## config.mk

```make
export PLATFORM = sky130hd
export DESIGN_NAME = inst_fetch
export DESIGN_NICKNAME = d
export VERILOG_FILES = /design/src/rtl/fetch_pkg.sv /design/src/rtl/fetch_skid_buf.sv /design/src/rtl/inst_fetch.sv
export SDC_FILE = /design/constraint.sdc
export NUM_CORES = 1
export LEC_CHECK = 0
export ABC_CLOCK_PERIOD_IN_PS = 7190
export CAP_MARGIN = 20
export CORE_MARGIN = 5
export CORE_UTILIZATION = 54
export CTS_CLUSTER_DIAMETER = 200
export CTS_CLUSTER_SIZE = 24
export DETAILED_ROUTE_END_ITERATION = 7
export PLACE_DENSITY = 0.85
export SETUP_SLACK_MARGIN = 0.4
export SKIP_CTS_REPAIR_TIMING = 1
export SYNTH_ARGS = -nofsm -noshare
export SYNTH_HDL_FRONTEND = slang
export SYNTH_SLANG_ARGS = --single-unit
```

## constraint.sdc

```tcl
create_clock -name clk -period 7.19 [get_ports clk]
set_clock_uncertainty 0.1 [all_clocks]
set_input_delay 2.157 -clock clk [delete_from_list [all_inputs] [get_ports clk]]
set_output_delay 2.157 -clock clk [all_outputs]
set_load 0.02 [all_outputs]
```

## src/rtl/fetch_pkg.sv

```systemverilog
// Shared constants for the instruction fetch stage: sizes, start PC, FSM encoding, halt word.
package fetch_pkg;
  localparam int DATA_SIZE    = 32;
  localparam int ADDR_SIZE    = 10;
  localparam int PC_START_DEF = 'h80;

  localparam logic [1:0] ST_IDLE = 2'd0;
  localparam logic [1:0] ST_RUN  = 2'd1;
  localparam logic [1:0] ST_HALT = 2'd2;

  // IM powers up zeroed, so an all-zero word marks the end of the program image
  localparam logic [DATA_SIZE-1:0] HALT_WORD = '0;
endpackage

```

## src/rtl/fetch_skid_buf.sv

```systemverilog
// Two-entry FIFO (output register + skid) carrying {pc, word} to decode; flush drops both entries.
module fetch_skid_buf #(
  parameter int DW = 32,
  parameter int AW = 10
) (
  input  logic          clk,
  input  logic          rst,
  input  logic          flush_i,
  input  logic          in_valid_i,
  input  logic [AW-1:0] in_pc_i,
  input  logic [DW-1:0] in_word_i,
  input  logic          out_ready_i,
  output logic          out_valid_o,
  output logic [AW-1:0] out_pc_o,
  output logic [DW-1:0] out_word_o,
  output logic          skid_valid_o
);
  logic          out_vld_q, out_vld_d, skd_vld_q, skd_vld_d;
  logic [AW-1:0] out_pc_q, out_pc_d, skd_pc_q, skd_pc_d;
  logic [DW-1:0] out_word_q, out_word_d, skd_word_q, skd_word_d;
  logic          pop;

  assign pop = out_vld_q & out_ready_i;

  always_comb begin
    out_vld_d  = out_vld_q;
    out_pc_d   = out_pc_q;
    out_word_d = out_word_q;
    skd_vld_d  = skd_vld_q;
    skd_pc_d   = skd_pc_q;
    skd_word_d = skd_word_q;
    if (flush_i) begin
      out_vld_d = 1'b0;
      skd_vld_d = 1'b0;
    end else if (!out_vld_q || pop) begin
      if (skd_vld_q) begin
        // oldest entry advances; a same-cycle arrival refills the skid
        out_pc_d   = skd_pc_q;
        out_word_d = skd_word_q;
        out_vld_d  = 1'b1;
        skd_vld_d  = in_valid_i;
        if (in_valid_i) begin
          skd_pc_d   = in_pc_i;
          skd_word_d = in_word_i;
        end
      end else begin
        out_vld_d = in_valid_i;
        if (in_valid_i) begin
          out_pc_d   = in_pc_i;
          out_word_d = in_word_i;
        end
      end
    end else if (in_valid_i) begin
      skd_vld_d  = 1'b1;
      skd_pc_d   = in_pc_i;
      skd_word_d = in_word_i;
    end
  end

  always_ff @(posedge clk) begin
    if (rst) begin
      out_vld_q  <= 1'b0;
      out_pc_q   <= '0;
      out_word_q <= '0;
      skd_vld_q  <= 1'b0;
      skd_pc_q   <= '0;
      skd_word_q <= '0;
    end else begin
      out_vld_q  <= out_vld_d;
      out_pc_q   <= out_pc_d;
      out_word_q <= out_word_d;
      skd_vld_q  <= skd_vld_d;
      skd_pc_q   <= skd_pc_d;
      skd_word_q <= skd_word_d;
    end
  end

  a_no_overflow: assert property (@(posedge clk) disable iff (rst)
    !(in_valid_i && out_vld_q && !pop && skd_vld_q && !flush_i));

  assign out_valid_o  = out_vld_q;
  assign out_pc_o     = out_pc_q;
  assign out_word_o   = out_word_q;
  assign skid_valid_o = skd_vld_q;
endmodule

```

## src/rtl/inst_fetch.sv

```systemverilog
// Fetch stage: PC, IM strobes, branch redirect and FSM; buffering lives in fetch_skid_buf.
// FETCH_HALT_DET_EN: stop fetching when a zero word is captured (HALT state).
module inst_fetch
  import fetch_pkg::*;
#(
  parameter int                  DataSize = DATA_SIZE,
  parameter int                  AddrSize = ADDR_SIZE,
  parameter logic [AddrSize-1:0] PC_START = AddrSize'(PC_START_DEF)
) (
  input  logic                clk,
  input  logic                rst,
  input  logic                start,
  output logic [AddrSize-1:0] IM_address,
  output logic                enable_mem,
  output logic                enable_fetch,
  input  logic [DataSize-1:0] IMout,
  input  logic                branch_taken,
  input  logic [AddrSize-1:0] branch_target,
  output logic [DataSize-1:0] inst,
  output logic [AddrSize-1:0] inst_pc,
  output logic                inst_valid,
  input  logic                inst_ready,
  output logic                busy
);
  logic [1:0]          state_q, state_d;
  logic [AddrSize-1:0] pc_q, pc_d, iss_pc_q, iss_pc_d;
  logic                inflight_q, inflight_d;
  logic                skid_valid, pop, issue, cap_vld, halt_hit, deliver, flush;
  logic [1:0]          load;

  assign pop  = inst_valid & inst_ready;
  // entries held once the in-flight word lands, assuming decode stalls next cycle
  assign load = 2'(inst_valid) + 2'(skid_valid) + 2'(inflight_q) - 2'(pop);
  assign issue   = (state_q == ST_RUN) && !branch_taken && (load < 2'd2);
  assign cap_vld = inflight_q && !branch_taken && (state_q == ST_RUN);
`ifdef FETCH_HALT_DET_EN
  assign halt_hit = cap_vld && (IMout == DataSize'(HALT_WORD));
`else
  assign halt_hit = 1'b0;
`endif
  assign deliver = cap_vld && !halt_hit;
  assign flush   = branch_taken && (state_q != ST_IDLE);

  always_comb begin
    state_d = state_q;
    case (state_q)
      ST_IDLE: if (start) state_d = ST_RUN;
`ifdef FETCH_HALT_DET_EN
      ST_RUN:  if (halt_hit) state_d = ST_HALT;
      ST_HALT: if (branch_taken) state_d = ST_RUN;
`else
      ST_RUN:  state_d = ST_RUN;
`endif
      default: state_d = ST_IDLE;
    endcase
  end

  always_comb begin
    pc_d = pc_q;
    if (branch_taken)                     pc_d = branch_target;
    else if (state_q == ST_IDLE && start) pc_d = PC_START;
    else if (issue)                       pc_d = pc_q + AddrSize'(1);
  end

  assign iss_pc_d   = issue ? pc_q : iss_pc_q;
  assign inflight_d = issue;

  always_ff @(posedge clk) begin
    if (rst) begin
      state_q    <= ST_IDLE;
      pc_q       <= PC_START;
      iss_pc_q   <= '0;
      inflight_q <= 1'b0;
    end else begin
      state_q    <= state_d;
      pc_q       <= pc_d;
      iss_pc_q   <= iss_pc_d;
      inflight_q <= inflight_d;
    end
  end

  fetch_skid_buf #(.DW(DataSize), .AW(AddrSize)) u_buf (
    .clk          (clk),
    .rst          (rst),
    .flush_i      (flush),
    .in_valid_i   (deliver),
    .in_pc_i      (iss_pc_q),
    .in_word_i    (IMout),
    .out_ready_i  (inst_ready),
    .out_valid_o  (inst_valid),
    .out_pc_o     (inst_pc),
    .out_word_o   (inst),
    .skid_valid_o (skid_valid)
  );

  assign IM_address   = pc_q;
  assign enable_mem   = issue;
  assign enable_fetch = issue;
  assign busy         = (state_q == ST_RUN);
endmodule

```

After elaboration in Yosys (flattened, before gate mapping)
Cells that the tools add are included.

Reduce and logical (&&, ||, !) cells: 17. Equal/unequal tests: 3. Bitwise logic cells: 2. Add/subtract/negate cells: 4. Magnitude comparators: 1. Muxes and demuxes: 19.

Operators with widths (count): 2-to-1 mux 32 bit (5); 2-to-1 mux 10 bit (8); adder 10 x 1 -> 10 bit, second input constant (1); logical AND 1 bit (6); nonzero test 2 bit (3); 2-to-1 mux 1 bit (4); case mux 2 bit (2 select lines) (1); AND reduction 3 bit (1); nonzero test 3 bit (1); adder 1 x 1 -> 2 bit (1); adder 2 x 1 -> 2 bit (1); equality test 2 x 1 -> 1 bit, second input constant (1); logical NOT 1 bit (2); logical NOT 2 bit (1); < comparator 2 bit, second input constant (1); 2-to-1 mux 2 bit (1); != test 2 x 1 -> 1 bit, second input constant (1); != test 2 bit, second input constant (1); AND reduction 2 bit (1); OR reduction 2 bit (1); subtractor 2 x 1 -> 2 bit (1); AND 1 bit (1); logical OR 1 bit (1); inverter 1 bit (1).

Input bits: 47. Word-level logic and storage cells: 56. Bits in registers: 109.

Depth between registers and ports, before layout
Depth in word-level cells: 8. Gate-level depth with buffers: 12.

Cells and area by module
From an unflattened synthesis, not the netlist that was laid out.

Cell total of the unflattened synthesis: 533. Area, all modules: 5262.5 µm².

By module, submodules not included: fetch_skid_buf (cells an instance 387, area each 4105.2 µm², instances 1, sequential area each 1721.7 µm²); inst_fetch (cells an instance 146, area each 1157.4 µm², instances 1, sequential area each 440.4 µm²).

Worst setup path after synthesis
Ideal clock, no wire load.

Kind: in2out. Start point: in inst_ready. End point: out enable_mem. Slack: 1.068 ns. Buffers on the path: 3. Data arrival time: 3.865 ns. Stages on the path: 10. Cells stage by stage: and2_1 ha_1 inv_1 ha_1 a21oi_1 mux2i_1 inv_1 buf_2 buf_2 buf_4.

Longest elaborated chain between the ends: 4.

RTL lines: start, declared (RTL line inst_fetch.sv:22) `input logic inst_ready,`; AND 1 bit (RTL line inst_fetch.sv:31) `assign pop = inst_valid & inst_ready;`; subtractor 2 x 1 -> 2 bit (RTL line inst_fetch.sv:33) `assign load = 2'(inst_valid) + 2'(skid_valid) + 2'(inflight_q) - 2'(pop);`; < comparator 2 bit (RTL line inst_fetch.sv:34) `assign issue = (state_q == ST_RUN) && !branch_taken && (load < 2'd2);`; logical AND 1 bit (RTL line inst_fetch.sv:34); end, declared (RTL line inst_fetch.sv:14) `output logic enable_mem,`.

No other way between the ends.

Final worst setup path
Start point: in inst_ready. End point: out enable_fetch.

Longest elaborated chain between the ends: 4.

RTL lines: AND 1 bit (RTL line inst_fetch.sv:31); subtractor 2 x 1 -> 2 bit (RTL line inst_fetch.sv:33); < comparator 2 bit (RTL line inst_fetch.sv:34); logical AND 1 bit (RTL line inst_fetch.sv:34); end, declared (RTL line inst_fetch.sv:15) `output logic enable_fetch,`.

No other way between the ends.

==> results.cfg <==
[drt]
dr.pass1.iters = 4
routed_wl_um = 10600
drc = 0
vias_per_cell = 5.54
first_iter_violations = 186
postRouteAntennaNets = 0
vias = 3948
wire_per_inst_um = 14.8

[yosys]
synth_fp_nets = 574
syn_area_um2 = 4600
avgSynthCellArea_um2 = 8.77
synthCells = 524
yosysUniqueCellTypes = 38
ys_seq_elements = 108
synth_warnings = 0
yosysSeqAreaShare = 0.470

[global_route]
grt_pass1_wl_um = 17500
grt_max_degree = 107
antenna_found_initial = 0
overflow = 0
groute.usage.overall = 0.206
grt_pass1_vias = 3843

[floorplan]
die_w_um = 102
fp.dieArea_um2 = 10500
pin_count = 103
core_area_um2 = 8260
die_h_um = 102
rows = 33
initial_core_util = 0.557

[sta]
slew_viol_final = 0
timing.final.crit_share = 0.882
finalCriticalPeriod_ns = 6.34
rsz0062_at_grt = no
finalSetupViolations = 0
setup_tns_ns = 0
worst_slew_pin_slew_ns = 0.931
hold_violations = 0
slew-limit-headroom = 0.379
fmax_ghz = 0.158

[pwr]
p_per_area_nw_per_um2 = 182
leakage_nw = 1.89
ir_drop_uv = 142

[critical_path]
cp_top_family = buffers and inverters
cp_slowest_stage_delay_ns = 0.43
start_kind = input port
worstSetupPathType = in2out
crit_fanout = 3
worstPathCellList = clkdlybuf4s50_1 -> and2_1 -> ha_1 -> inv_1 -> ha_1 -> a21oi_1 -> mux2i_1 -> inv_1 -> dlymetal6s2s_1
crit_arrival_ns = 4.08
worstPathBufferInverterCount = 4
crit_path_end_kind = primary output
critical_path_required_ns = 4.93
worst_path_max_delay_cell = clkdlybuf4s50_1

[placement]
io_buffers = 102
place_area_um2 = 5610
dpl.hpwl_um = 6910
gp_congestion = 0.825

[finish]
antenna_cells = 0
finish.instance_area_um2 = 5820
area_growth_pct = 26.5
final_cell_mix = nand2_1, dfxtp_1, clkdlybuf4s50_1
final_nets = 652
drive_above_1_share = 0.0857
final_common_cell = nand2_1

[clock_network]
cts_tree = built
cts-root-buf = clkbuf_8
cts_buffer_depth = 2
numClockSinks = 108
clock_latency_ns = 0.37
cts_htree_levels = 3
cts_buffers = 9
clkTransAtPathRegs_ns = 0.10

[flow_run]
maxCapViolations = 0

[min_path]
hold_path.class = reg2reg

[outcome]
status = finished clean
[worst paths after layout]
check	start	to	slack [ns]	cells past startpoint
max	inst_ready	enable_fetch	0.85	9
min	u_buf.skd_word_q[5]	u_buf.skd_word_q[5]	0.36	2
max reg2reg	u_buf.out_valid_o	IM_address[5]	4.75	10
min reg2reg	u_buf.skd_word_q[5]	u_buf.skd_word_q[5]	0.36	2
[sequential cells by signal (all words and copies together) (netlist names)]
| name | flops |
|---|---|
| IM_address | 10 |
| u_buf.skid_valid_o | 1 |
| u_buf.out_word_o | 32 |
| u_buf.out_pc_o | 10 |
| inflight_q | 1 |
| state_q | 1 |
| u_buf.skd_word_q | 32 |
| u_buf.out_valid_o | 1 |
| u_buf.skd_pc_q | 10 |
| iss_pc_q | 10 |
[where the power goes]
part / total [mW] / leakage, nW / internal, mW / switching, mW
Clock: 0.333 / 0.0937 / 0.128 / 0.205
Combinational: 0.109 / 0.920 / 0.0545 / 0.0546
Sequential: 0.616 / 0.873 / 0.607 / 0.00927
[kinds of logic (layout without fill, tap and decap cells)]
| kind of cell | after synthesis | after routing | synth area share |
|---|---|---|---|
| adders and majority gates | 4 | 4 | 0.0103 |
| DFF | 108 | 108 | 0.470 |
| buffers and inverters | 51 | 134 | 0.0520 |
| AOI/OAI and AO/OA | 132 | 132 | 0.211 |
| muxes | 43 | 43 | 0.0936 |
| and+or+nand+nor | 186 | 186 | 0.163 |
[area by class of cell]
type                       count  area (um^2)
inverter                       8         30.0
timing repair buffer         110         1100
clock inverter                 7         50.0
fill                         626         2440
tap                          105          131
multi-input combinational    365         2210
sequential                   108         2160
clock buffer                   9          124
[stage by stage]
step                worst slack, ns  power (mW)  utilization  instances  hold WS, ns
detailed placement            0.503       0.737        0.679        695        0.346
global placement              0.517       0.735        0.679        695        0.341
CTS                           0.492        1.07        0.700        711        0.360
global route                  0.686        1.10        0.704        712        0.376
finish                        0.850        1.06        0.704        712        0.359
floorplan                      1.07       0.683            -        524        0.336
[routing by layer]
metal  vias to the layer above  wire (um)  global-route usage
met4                         0        174              0.0646
met5                         -          0                   0
met3                        17        540              0.0444
li1                       1954          -                   -
met2                        94       5330               0.362
met1                      1883       4520               0.252
[cells in the mapped netlist, drive strengths merged]
library cell / instances / area, um^2
o221a: 3 / 33.8
and3b: 1 / 8.76
nand2: 116 / 435
a311o: 1 / 10.0
nor3: 1 / 5.00
nor2: 50 / 188
mux2i: 43 / 430
nand2b: 2 / 12.5
a221o: 2 / 20.0
o32a: 1 / 10.0
o22ai: 1 / 6.26
maj3: 1 / 10.0
buf: 24 / 138
and4: 1 / 8.76
nand3: 3 / 15.0
o21ai: 3 / 15.0
nor3b: 1 / 7.51
and2: 7 / 43.8
o31ai: 4 / 30.0
dfxtp: 108 / 2160
ha: 3 / 37.5
inv: 8 / 30.0
a31oi: 1 / 6.26
a211o: 1 / 8.76
and3: 3 / 18.8
clkbuf: 19 / 71.3
a211oi: 44 / 435
nor2b: 1 / 6.26
a221oi: 4 / 41.3
a21o: 2 / 15.0
a21oi: 62 / 310
a22o: 3 / 26.3
[worst reg2reg max path, cell delays in order (launching register included)]
cell and delay [ns]:
dfxtp_1 0.35, and2_1 0.15, ha_1 0.26, inv_1 0.04
ha_1 0.27, a21oi_1 0.18, mux2i_1 0.24, inv_1 0.12
buf_4 0.22, a221o_1 0.34, a21oi_1 0.12
(Power assumes the default switching activity.)
